==> config.mk <==
export PLATFORM = sky130hd
export DESIGN_NAME = mc_ctrl_fsm_flat
export DESIGN_NICKNAME = d
export VERILOG_FILES = /design/src/rtl/mc_ctrl_fsm_pkg.sv /design/src/rtl/mc_ctrl_fsm_if.sv /design/src/rtl/mc_ctrl_fsm_outdec.sv /design/src/rtl/mc_ctrl_fsm.sv /design/src/flat_wrapper.sv
export SDC_FILE = /design/constraint.sdc
export NUM_CORES = 1
export LEC_CHECK = 0
export ABC_AREA = 1
export BUFFER_PORTS_ARGS = -buffer_cell sky130_fd_sc_hd__buf_4
export CORE_ASPECT_RATIO = 0.9
export CORE_UTILIZATION = 50
export CTS_BUF_LIST = sky130_fd_sc_hd__clkbuf_8
export CTS_CLUSTER_DIAMETER = 30
export DETAILED_ROUTE_END_ITERATION = 16
export PLACE_DENSITY = 0.77
export SLEW_MARGIN = 10
export SYNTH_ARGS = -nofsm -noshare
export SYNTH_HDL_FRONTEND = slang
export SYNTH_SLANG_ARGS = --single-unit
==> constraint.sdc <==
create_clock -name clk -period 2.4 [get_ports clk]
set_input_delay 0.48 -clock clk [delete_from_list [all_inputs] [get_ports clk]]
set_output_delay 0.48 -clock clk [all_outputs]
set_load 0.03 [all_outputs]
==> src/rtl/mc_ctrl_fsm_pkg.sv <==
// ctrl_pkg: shared types and constants for the multicycle main control unit.
// Holds the state encoding, opcode values, ALUOp codes, datapath mux select
// codes, the packed control vector produced by the output decoder, and a
// helper that classifies opcodes as legal or illegal.
package ctrl_pkg;

    // The state encoding is visible on state_o, so the values are fixed.
    typedef enum logic [3:0] {
        IDLE   = 4'd0,
        FETCH  = 4'd1,
        DECODE = 4'd2,
        MEMADR = 4'd3,
        MEMRD  = 4'd4,
        MEMWB  = 4'd5,
        MEMWR  = 4'd6,
        EXEC   = 4'd7,
        ALUWB  = 4'd8,
        BRANCH = 4'd9,
        IMMEX  = 4'd10,
        IMMWB  = 4'd11,
        JUMP   = 4'd12
    } state_t;

    localparam logic [3:0] OPC_RTYPE = 4'b0000;
    localparam logic [3:0] OPC_LW    = 4'b0001;
    localparam logic [3:0] OPC_SW    = 4'b0010;
    localparam logic [3:0] OPC_BEQ   = 4'b0011;
    localparam logic [3:0] OPC_ADDI  = 4'b0100;
    localparam logic [3:0] OPC_ORI   = 4'b0101;
    localparam logic [3:0] OPC_J     = 4'b0110;
    // Stand-in code for anything outside the defined instruction set.
    localparam logic [3:0] OPC_BAD   = 4'b1111;

    localparam logic [1:0] ALUOP_FUNCT = 2'b00;
    localparam logic [1:0] ALUOP_SUB   = 2'b01;
    localparam logic [1:0] ALUOP_ADD   = 2'b10;
    localparam logic [1:0] ALUOP_OR    = 2'b11;

    localparam logic [1:0] SRCB_B     = 2'b00;
    localparam logic [1:0] SRCB_ONE   = 2'b01;
    localparam logic [1:0] SRCB_IMM   = 2'b10;
    localparam logic [1:0] SRCB_SHIMM = 2'b11;

    localparam logic [1:0] PCSRC_ALU    = 2'b00;
    localparam logic [1:0] PCSRC_ALUOUT = 2'b01;
    localparam logic [1:0] PCSRC_JUMP   = 2'b10;

    typedef struct packed {
        logic       pc_write;
        logic       branch;
        logic       iord;
        logic       mem_read;
        logic       mem_write;
        logic       ir_write;
        logic       reg_write;
        logic       mem_to_reg;
        logic       reg_dst;
        logic       alu_src_a;
        logic [1:0] alu_src_b;
        logic [1:0] pc_src;
        logic [1:0] alu_op;
    } ctrl_t;

    function automatic logic op_is_legal(input logic [3:0] op);
        return op <= OPC_J;
    endfunction

endpackage

==> src/rtl/mc_ctrl_fsm_if.sv <==
// mc_ctrl_fsm_if: bundle between the control unit and the datapath.
//   opcode, mem_ready            : datapath -> control
//   control strobes / selects    : control -> datapath
//   state_o, illegal, retired    : control status for debug/monitoring
// Modports: slave = control unit, master = datapath (or testbench).
interface mc_ctrl_fsm_if #(
    parameter int OP_W  = 4,
    parameter int CNT_W = 16
);
    logic [OP_W-1:0]  opcode;
    logic             mem_ready;
    logic             pc_write;
    logic             branch;
    logic             iord;
    logic             mem_read;
    logic             mem_write;
    logic             ir_write;
    logic             reg_write;
    logic             mem_to_reg;
    logic             reg_dst;
    logic             alu_src_a;
    logic [1:0]       alu_src_b;
    logic [1:0]       pc_src;
    logic [1:0]       alu_op;
    logic [3:0]       state_o;
    logic             illegal;
    logic [CNT_W-1:0] retired;

    modport slave (
        input  opcode, mem_ready,
        output pc_write, branch, iord, mem_read, mem_write, ir_write,
               reg_write, mem_to_reg, reg_dst, alu_src_a, alu_src_b,
               pc_src, alu_op, state_o, illegal, retired
    );

    modport master (
        output opcode, mem_ready,
        input  pc_write, branch, iord, mem_read, mem_write, ir_write,
               reg_write, mem_to_reg, reg_dst, alu_src_a, alu_src_b,
               pc_src, alu_op, state_o, illegal, retired
    );
endinterface

==> src/rtl/mc_ctrl_fsm_outdec.sv <==
// mc_ctrl_outdec: purely combinational control-vector decode.
//   state     : current FSM state
//   opc       : normalised 4-bit opcode (selects ADD vs OR in IMMEX)
//   mem_ready : gates ir_write/pc_write in FETCH only
//   ctrl      : full datapath control vector, all zero unless asserted below
module mc_ctrl_outdec
    import ctrl_pkg::*;
(
    input  state_t     state,
    input  logic [3:0] opc,
    input  logic       mem_ready,
    output ctrl_t      ctrl
);

    always_comb begin
        ctrl = '0;
        unique case (state)
            FETCH: begin
                ctrl.mem_read  = 1'b1;
                ctrl.alu_src_b = SRCB_ONE;
                ctrl.alu_op    = ALUOP_ADD;
                // Only latch the instruction and advance PC once memory delivers.
                ctrl.ir_write  = mem_ready;
                ctrl.pc_write  = mem_ready;
            end
            DECODE: begin
                ctrl.alu_src_b = SRCB_SHIMM;
                ctrl.alu_op    = ALUOP_ADD;
            end
            MEMADR: begin
                ctrl.alu_src_a = 1'b1;
                ctrl.alu_src_b = SRCB_IMM;
                ctrl.alu_op    = ALUOP_ADD;
            end
            MEMRD: begin
                ctrl.mem_read = 1'b1;
                ctrl.iord     = 1'b1;
            end
            MEMWB: begin
                ctrl.reg_write  = 1'b1;
                ctrl.mem_to_reg = 1'b1;
            end
            MEMWR: begin
                ctrl.mem_write = 1'b1;
                ctrl.iord      = 1'b1;
            end
            EXEC: begin
                ctrl.alu_src_a = 1'b1;
                ctrl.alu_src_b = SRCB_B;
                ctrl.alu_op    = ALUOP_FUNCT;
            end
            ALUWB: begin
                ctrl.reg_write = 1'b1;
                ctrl.reg_dst   = 1'b1;
            end
            BRANCH: begin
                ctrl.alu_src_a = 1'b1;
                ctrl.alu_src_b = SRCB_B;
                ctrl.alu_op    = ALUOP_SUB;
                ctrl.branch    = 1'b1;
                ctrl.pc_src    = PCSRC_ALUOUT;
            end
            IMMEX: begin
                ctrl.alu_src_a = 1'b1;
                ctrl.alu_src_b = SRCB_IMM;
                ctrl.alu_op    = (opc == OPC_ORI) ? ALUOP_OR : ALUOP_ADD;
            end
            IMMWB: begin
                ctrl.reg_write = 1'b1;
            end
            JUMP: begin
                ctrl.pc_write = 1'b1;
                ctrl.pc_src   = PCSRC_JUMP;
            end
            default: ctrl = '0;
        endcase
    end

endmodule

==> src/rtl/mc_ctrl_fsm.sv <==
// mc_ctrl_fsm: multicycle main control unit.
//   clk   : system clock, rising edge
//   rst_n : synchronous active-low reset
//   bus   : slave side of mc_ctrl_fsm_if (opcode/mem_ready in, control
//           strobes, ALUOp, state_o, sticky illegal flag, retired count out)
// Holds the state register, next-state logic, retired-instruction counter
// and illegal-opcode flag; output decode lives in mc_ctrl_outdec.
module mc_ctrl_fsm
    import ctrl_pkg::*;
#(
    parameter int CNT_W = 16,
    parameter int OP_W  = 4
) (
    input  logic          clk,
    input  logic          rst_n,
    mc_ctrl_fsm_if.slave  bus
);

    state_t           state_reg, state_next;
    logic [CNT_W-1:0] retired_reg;
    logic             illegal_reg;
    logic             retire;
    logic             set_illegal;
    logic [3:0]       opc;
    ctrl_t            ctrl;

    // Collapse the opcode to 4 bits; wider opcodes with any upper bit set
    // are treated as illegal rather than aliasing onto a real instruction.
    always_comb begin
        opc = OPC_BAD;
        if (((bus.opcode >> 4) == '0) && op_is_legal(bus.opcode[3:0]))
            opc = bus.opcode[3:0];
    end

    always_ff @(posedge clk) begin
        if (!rst_n)
            state_reg <= IDLE;
        else
            state_reg <= state_next;
    end

    always_comb begin
        state_next  = state_reg;
        retire      = 1'b0;
        set_illegal = 1'b0;
        unique case (state_reg)
            IDLE:   state_next = FETCH;
            FETCH:  if (bus.mem_ready) state_next = DECODE;
            DECODE: begin
                unique case (opc)
                    OPC_RTYPE:         state_next = EXEC;
                    OPC_LW, OPC_SW:    state_next = MEMADR;
                    OPC_BEQ:           state_next = BRANCH;
                    OPC_ADDI, OPC_ORI: state_next = IMMEX;
                    OPC_J:             state_next = JUMP;
                    default: begin
                        set_illegal = 1'b1;
                        state_next  = FETCH;
                    end
                endcase
            end
            MEMADR: state_next = (opc == OPC_LW) ? MEMRD : MEMWR;
            MEMRD:  if (bus.mem_ready) state_next = MEMWB;
            MEMWR: begin
                if (bus.mem_ready) begin
                    retire     = 1'b1;
                    state_next = FETCH;
                end
            end
            EXEC:   state_next = ALUWB;
            IMMEX:  state_next = IMMWB;
            MEMWB, ALUWB, BRANCH, IMMWB, JUMP: begin
                retire     = 1'b1;
                state_next = FETCH;
            end
            default: state_next = IDLE;
        endcase
    end

    // Counter wraps naturally; the illegal flag only clears on reset.
    always_ff @(posedge clk) begin
        if (!rst_n) begin
            retired_reg <= '0;
            illegal_reg <= 1'b0;
        end else begin
            if (retire)
                retired_reg <= retired_reg + CNT_W'(1);
            if (set_illegal)
                illegal_reg <= 1'b1;
        end
    end

    mc_ctrl_outdec u_outdec (
        .state     (state_reg),
        .opc       (opc),
        .mem_ready (bus.mem_ready),
        .ctrl      (ctrl)
    );

    assign bus.pc_write   = ctrl.pc_write;
    assign bus.branch     = ctrl.branch;
    assign bus.iord       = ctrl.iord;
    assign bus.mem_read   = ctrl.mem_read;
    assign bus.mem_write  = ctrl.mem_write;
    assign bus.ir_write   = ctrl.ir_write;
    assign bus.reg_write  = ctrl.reg_write;
    assign bus.mem_to_reg = ctrl.mem_to_reg;
    assign bus.reg_dst    = ctrl.reg_dst;
    assign bus.alu_src_a  = ctrl.alu_src_a;
    assign bus.alu_src_b  = ctrl.alu_src_b;
    assign bus.pc_src     = ctrl.pc_src;
    assign bus.alu_op     = ctrl.alu_op;
    assign bus.state_o    = state_reg;
    assign bus.illegal    = illegal_reg;
    assign bus.retired    = retired_reg;

endmodule

==> src/flat_wrapper.sv <==
// flat-port wrapper written by rule: the top's interface ports become plain ports
module mc_ctrl_fsm_flat import ctrl_pkg::*;
#(
    parameter int CNT_W = 16,
    parameter int OP_W  = 4
)
  (clk, rst_n, bus_opcode, bus_mem_ready, bus_pc_write, bus_branch, bus_iord, bus_mem_read, bus_mem_write, bus_ir_write, bus_reg_write, bus_mem_to_reg, bus_reg_dst, bus_alu_src_a, bus_alu_src_b, bus_pc_src, bus_alu_op, bus_state_o, bus_illegal, bus_retired);
  mc_ctrl_fsm_if #(.OP_W(OP_W), .CNT_W(CNT_W)) bus_i ();
  input  logic clk;
  input  logic rst_n;
  input wire logic [$bits(bus_i.opcode)-1:0] bus_opcode;
  input wire logic [$bits(bus_i.mem_ready)-1:0] bus_mem_ready;
  output wire logic [$bits(bus_i.pc_write)-1:0] bus_pc_write;
  output wire logic [$bits(bus_i.branch)-1:0] bus_branch;
  output wire logic [$bits(bus_i.iord)-1:0] bus_iord;
  output wire logic [$bits(bus_i.mem_read)-1:0] bus_mem_read;
  output wire logic [$bits(bus_i.mem_write)-1:0] bus_mem_write;
  output wire logic [$bits(bus_i.ir_write)-1:0] bus_ir_write;
  output wire logic [$bits(bus_i.reg_write)-1:0] bus_reg_write;
  output wire logic [$bits(bus_i.mem_to_reg)-1:0] bus_mem_to_reg;
  output wire logic [$bits(bus_i.reg_dst)-1:0] bus_reg_dst;
  output wire logic [$bits(bus_i.alu_src_a)-1:0] bus_alu_src_a;
  output wire logic [$bits(bus_i.alu_src_b)-1:0] bus_alu_src_b;
  output wire logic [$bits(bus_i.pc_src)-1:0] bus_pc_src;
  output wire logic [$bits(bus_i.alu_op)-1:0] bus_alu_op;
  output wire logic [$bits(bus_i.state_o)-1:0] bus_state_o;
  output wire logic [$bits(bus_i.illegal)-1:0] bus_illegal;
  output wire logic [$bits(bus_i.retired)-1:0] bus_retired;
  assign bus_i.opcode = bus_opcode;
  assign bus_i.mem_ready = bus_mem_ready;
  assign bus_pc_write = bus_i.pc_write;
  assign bus_branch = bus_i.branch;
  assign bus_iord = bus_i.iord;
  assign bus_mem_read = bus_i.mem_read;
  assign bus_mem_write = bus_i.mem_write;
  assign bus_ir_write = bus_i.ir_write;
  assign bus_reg_write = bus_i.reg_write;
  assign bus_mem_to_reg = bus_i.mem_to_reg;
  assign bus_reg_dst = bus_i.reg_dst;
  assign bus_alu_src_a = bus_i.alu_src_a;
  assign bus_alu_src_b = bus_i.alu_src_b;
  assign bus_pc_src = bus_i.pc_src;
  assign bus_alu_op = bus_i.alu_op;
  assign bus_state_o = bus_i.state_o;
  assign bus_illegal = bus_i.illegal;
  assign bus_retired = bus_i.retired;
  mc_ctrl_fsm #(.CNT_W(CNT_W), .OP_W(OP_W)) u_core (.clk(clk), .rst_n(rst_n), .bus(bus_i));
endmodule
==> run_results.csv <==
group,metric,value,unit
outcome,status,"completed",
synth,yosys.area.top_type,"dfxtp_1",
clock_tree,clk_path_buf_depth,2,
die,dieArea,3290,um^2
finish,largest_reg_flops,16,
die,die_x,60.3,um
clock_tree,cts_tree,"done",
setup_path,crit_fanout,5,
routing,drt_iter0_drc,125,
synth,synth_seq_area_share,27.5,%
clock_tree,path_clk_slew,0.08,ns
power_and_ir_drop,internal_power,704,uW
place,gp_congestion,0.905,
routing,ant_nets,0,
synth,async_flop_share,0,%
die,fp.coreArea,2820,um^2
sta,slew_headroom,57.3,%
synth,ys_seq_elements,21,
setup_path,worst_r2r_path_depth,7,
sta,grt_setup_unrepaired,"no",
global_routing,antenna_found_initial,0,
sta,worst_slew_pin_slew,0.637,ns
die,top_level_ports,44,
setup_path,crit_arrival,1.73,ns
clock_tree,cts_max_level,1,
routing,vias,1707,
synth,synth_edf_count,0,
sta,finalHoldViolCount,0,
clock_tree,cts_root_buf,"clkbuf_8",
global_routing,grt_max_degree,20,
power_and_ir_drop,netSwitchingFraction,45.9,%
sta,fin_ws,0.188,ns
routing,detail_route.wl_per_cell,11.8,um
synth,synthDistinctLibCells,26,
power_and_ir_drop,power.density,680,nW/um^2
die,start_util,54.4,%
sta,skew,0.00164,ns
clock_tree,clock_latency,0.26,ns
synth,synth_nets,251,
clock_tree,post_cts_resized,0,
synth,synth_common_cells,"nand2_1, nand3_1, nor2_1",
min_path,hold_path_class,"primary input to flop",
flow_run,maxCapViolCount,0,
finish,layout.nets,296,
global_routing,grtUsageTotal,26.2,%
place,dp.cells,323,
place,dp_slack,0.499,ns
finish,post-route-util,68.0,%
place,port_buffers,43,
synth,syn_area_per_cell,6.30,um^2
power_and_ir_drop,power.share.clock,17.8,%
finish,stdcell_count,327,
synth,synth_warnings,0,
sta,finalSetupViolCount,0,
clock_tree,cts_hold_buf,0,
routing,dr.pass1.iters,4,
place,place_hpwl,2.91,mm
setup_path,regToRegStartpoint,"u_core.bus.retired[0]$_SDFFE_PN0P_",
global_routing,grt_pass1_wl,6.42,mm
synth,synthCells,243,
global_routing,grt-ovfl-total,0,
routing,routed_wirelength,3.86,mm
sta,drv_slew,0,
finish,drive_gt1_share,28.6,%
min_path,min_delay_path_depth,3,
setup_path,path_class,"flop to output pin",
finish,antenna_cells,0,
sta,tns,0,ns
setup_path,start_kind,"flop",
setup_path,critPathCaptureType,"output pin",
power_and_ir_drop,p_leak,0.855,nW
power_and_ir_drop,seq_power_share,32.4,%
clock_tree,cts.sinks,21,
routing,viasPerCell,5.22,
synth,netlist.area_leader.share,27.5,%
finish,fillers,269,
power_and_ir_drop,combPwrFrac,49.8,%
sta,finalCritPeriodShare,92.2,%
synth,yosysMostFrequentCell,"nand2_1",
setup_path,r2r_end,"u_core.bus.retired[8]$_SDFFE_PN0P_",
synth,synth_flop_cell,"dfxtp_1",
clock_tree,cts_buffers,3,
setup_path,crit_required,1.92,ns
synth,ys_top_cells_by_area,"dfxtp_1, nand2_1, nand3_1",
setup_path,reg2reg_slack,0.69,ns
clock_tree,postCtsSetupBuffers,0,
min_path,worstHoldStart,"rst_n",
finish,area_growth,25.1,%
sta,min_period,2.21,ns
die,num_rows,18,
routing,route.detailed.drc,0,
die,die_h,54.5,um
min_path,whs_endpoint,"u_core.bus.retired[6]$_SDFFE_PN0P_",
sta,max_freq,452,MHz
power_and_ir_drop,ir_drop,378,uV
synth,synth_area,1530,um^2
global_routing,first_global_vias,1424,
power_and_ir_drop,p_sw,598,uW
==> cell families (layout without fill, tap and decap cells) <==
kind of cell / Yosys count / in the layout / synth area share [%]
buffers and inverters: 33 / 77 / 10.1
XOR/XNOR: 5 / 5 / 2.86
flip-flops: 21 / 21 / 27.5
AND/OR/NAND/NOR: 151 / 151 / 46.4
adder cells (fa/ha/maj): 1 / 1 / 0.818
AO/OA/AOI/OAI: 32 / 32 / 12.3
==> cell type report <==
type	count	area [um^2]	share of cell area, %
clock buffer	3	41.3	2.16
clock inverter	1	3.75	0.196
inverter	28	105	5.49
multi-input combinational	189	956	49.9
sequential	21	420	22.0
tap	40	50.0	2.61
timing repair buffer	45	338	17.6
==> through the flow <==
step | cell area [um^2] | power (mW) | hold slack [ns]
floorplan | 1530 | 0.878 | 0.601
global placement | 1870 | 1.07 | 0.466
detailed placement | 1870 | 1.07 | 0.465
CTS | 1910 | 1.30 | 0.464
global route | 1910 | 1.38 | 0.469
finish | 1910 | 1.30 | 0.464
==> worst max-delay path, stage by stage (launching register included) <==
cell     delay [ns]
dfxtp_1        0.46
inv_2          0.09
nand2_1        0.17
inv_1          0.06
nand2_1        0.13
inv_1          0.11
or2_2          0.30
buf_4          0.17
==> cell usage in the layout (no fill, tap or decap), types with 2 or more instances in the layout <==
cell type	instances
a21oi_1	15
a21oi_2	6
buf_4	45
clkbuf_8	3
dfxtp_1	21
inv_1	23
inv_2	5
nand2_1	67
nand2_2	11
nand3_1	29
nand4_1	7
nor2_1	26
nor2_2	3
nor2_4	6
o21ai_0	8
xnor2_1	3
xor2_1	2
==> power by group through the flow <==
stage               clock network [mW]  logic, mW  registers (mW)
floorplan                            0      0.407           0.471
global placement                     0      0.644           0.426
detailed placement                   0      0.646           0.429
CTS                              0.234      0.647           0.421
global route                     0.250      0.705           0.425
finish                           0.232      0.648           0.422
==> worst max path at each step <==
stage	startpoint	end	slack, ns	cells after the start
6_report	u_core.bus.state_o[2]$_SDFFE_PN0P_	bus_alu_op[1]	0.19	7
5_1_grt	u_core.bus.state_o[2]$_SDFFE_PN0P_	bus_alu_op[1]	0.06	7
4_1_cts	u_core.bus.state_o[2]$_SDFFE_PN0P_	bus_alu_op[1]	0.20	7
3_5_place_dp	u_core.bus.state_o[2]$_SDFFE_PN0P_	bus_alu_op[1]	0.50	7
3_3_place_gp	u_core.bus.state_o[2]$_SDFFE_PN0P_	bus_alu_op[1]	0.57	7
2_1_floorplan	u_core.bus.state_o[3]$_SDFFE_PN0P_	bus_alu_op[1]	0.21	5
==> per-layer routing <==
metal	global-route usage (%)	up-vias	part of all wire (%)
met2	41.0	54	43
li1	-	874	-
met5	0	-	0
met4	3.49	0	0.57
met1	37.7	775	50
met3	5.20	4	6.7
Note: power is estimated with default switching activity, not from simulation.
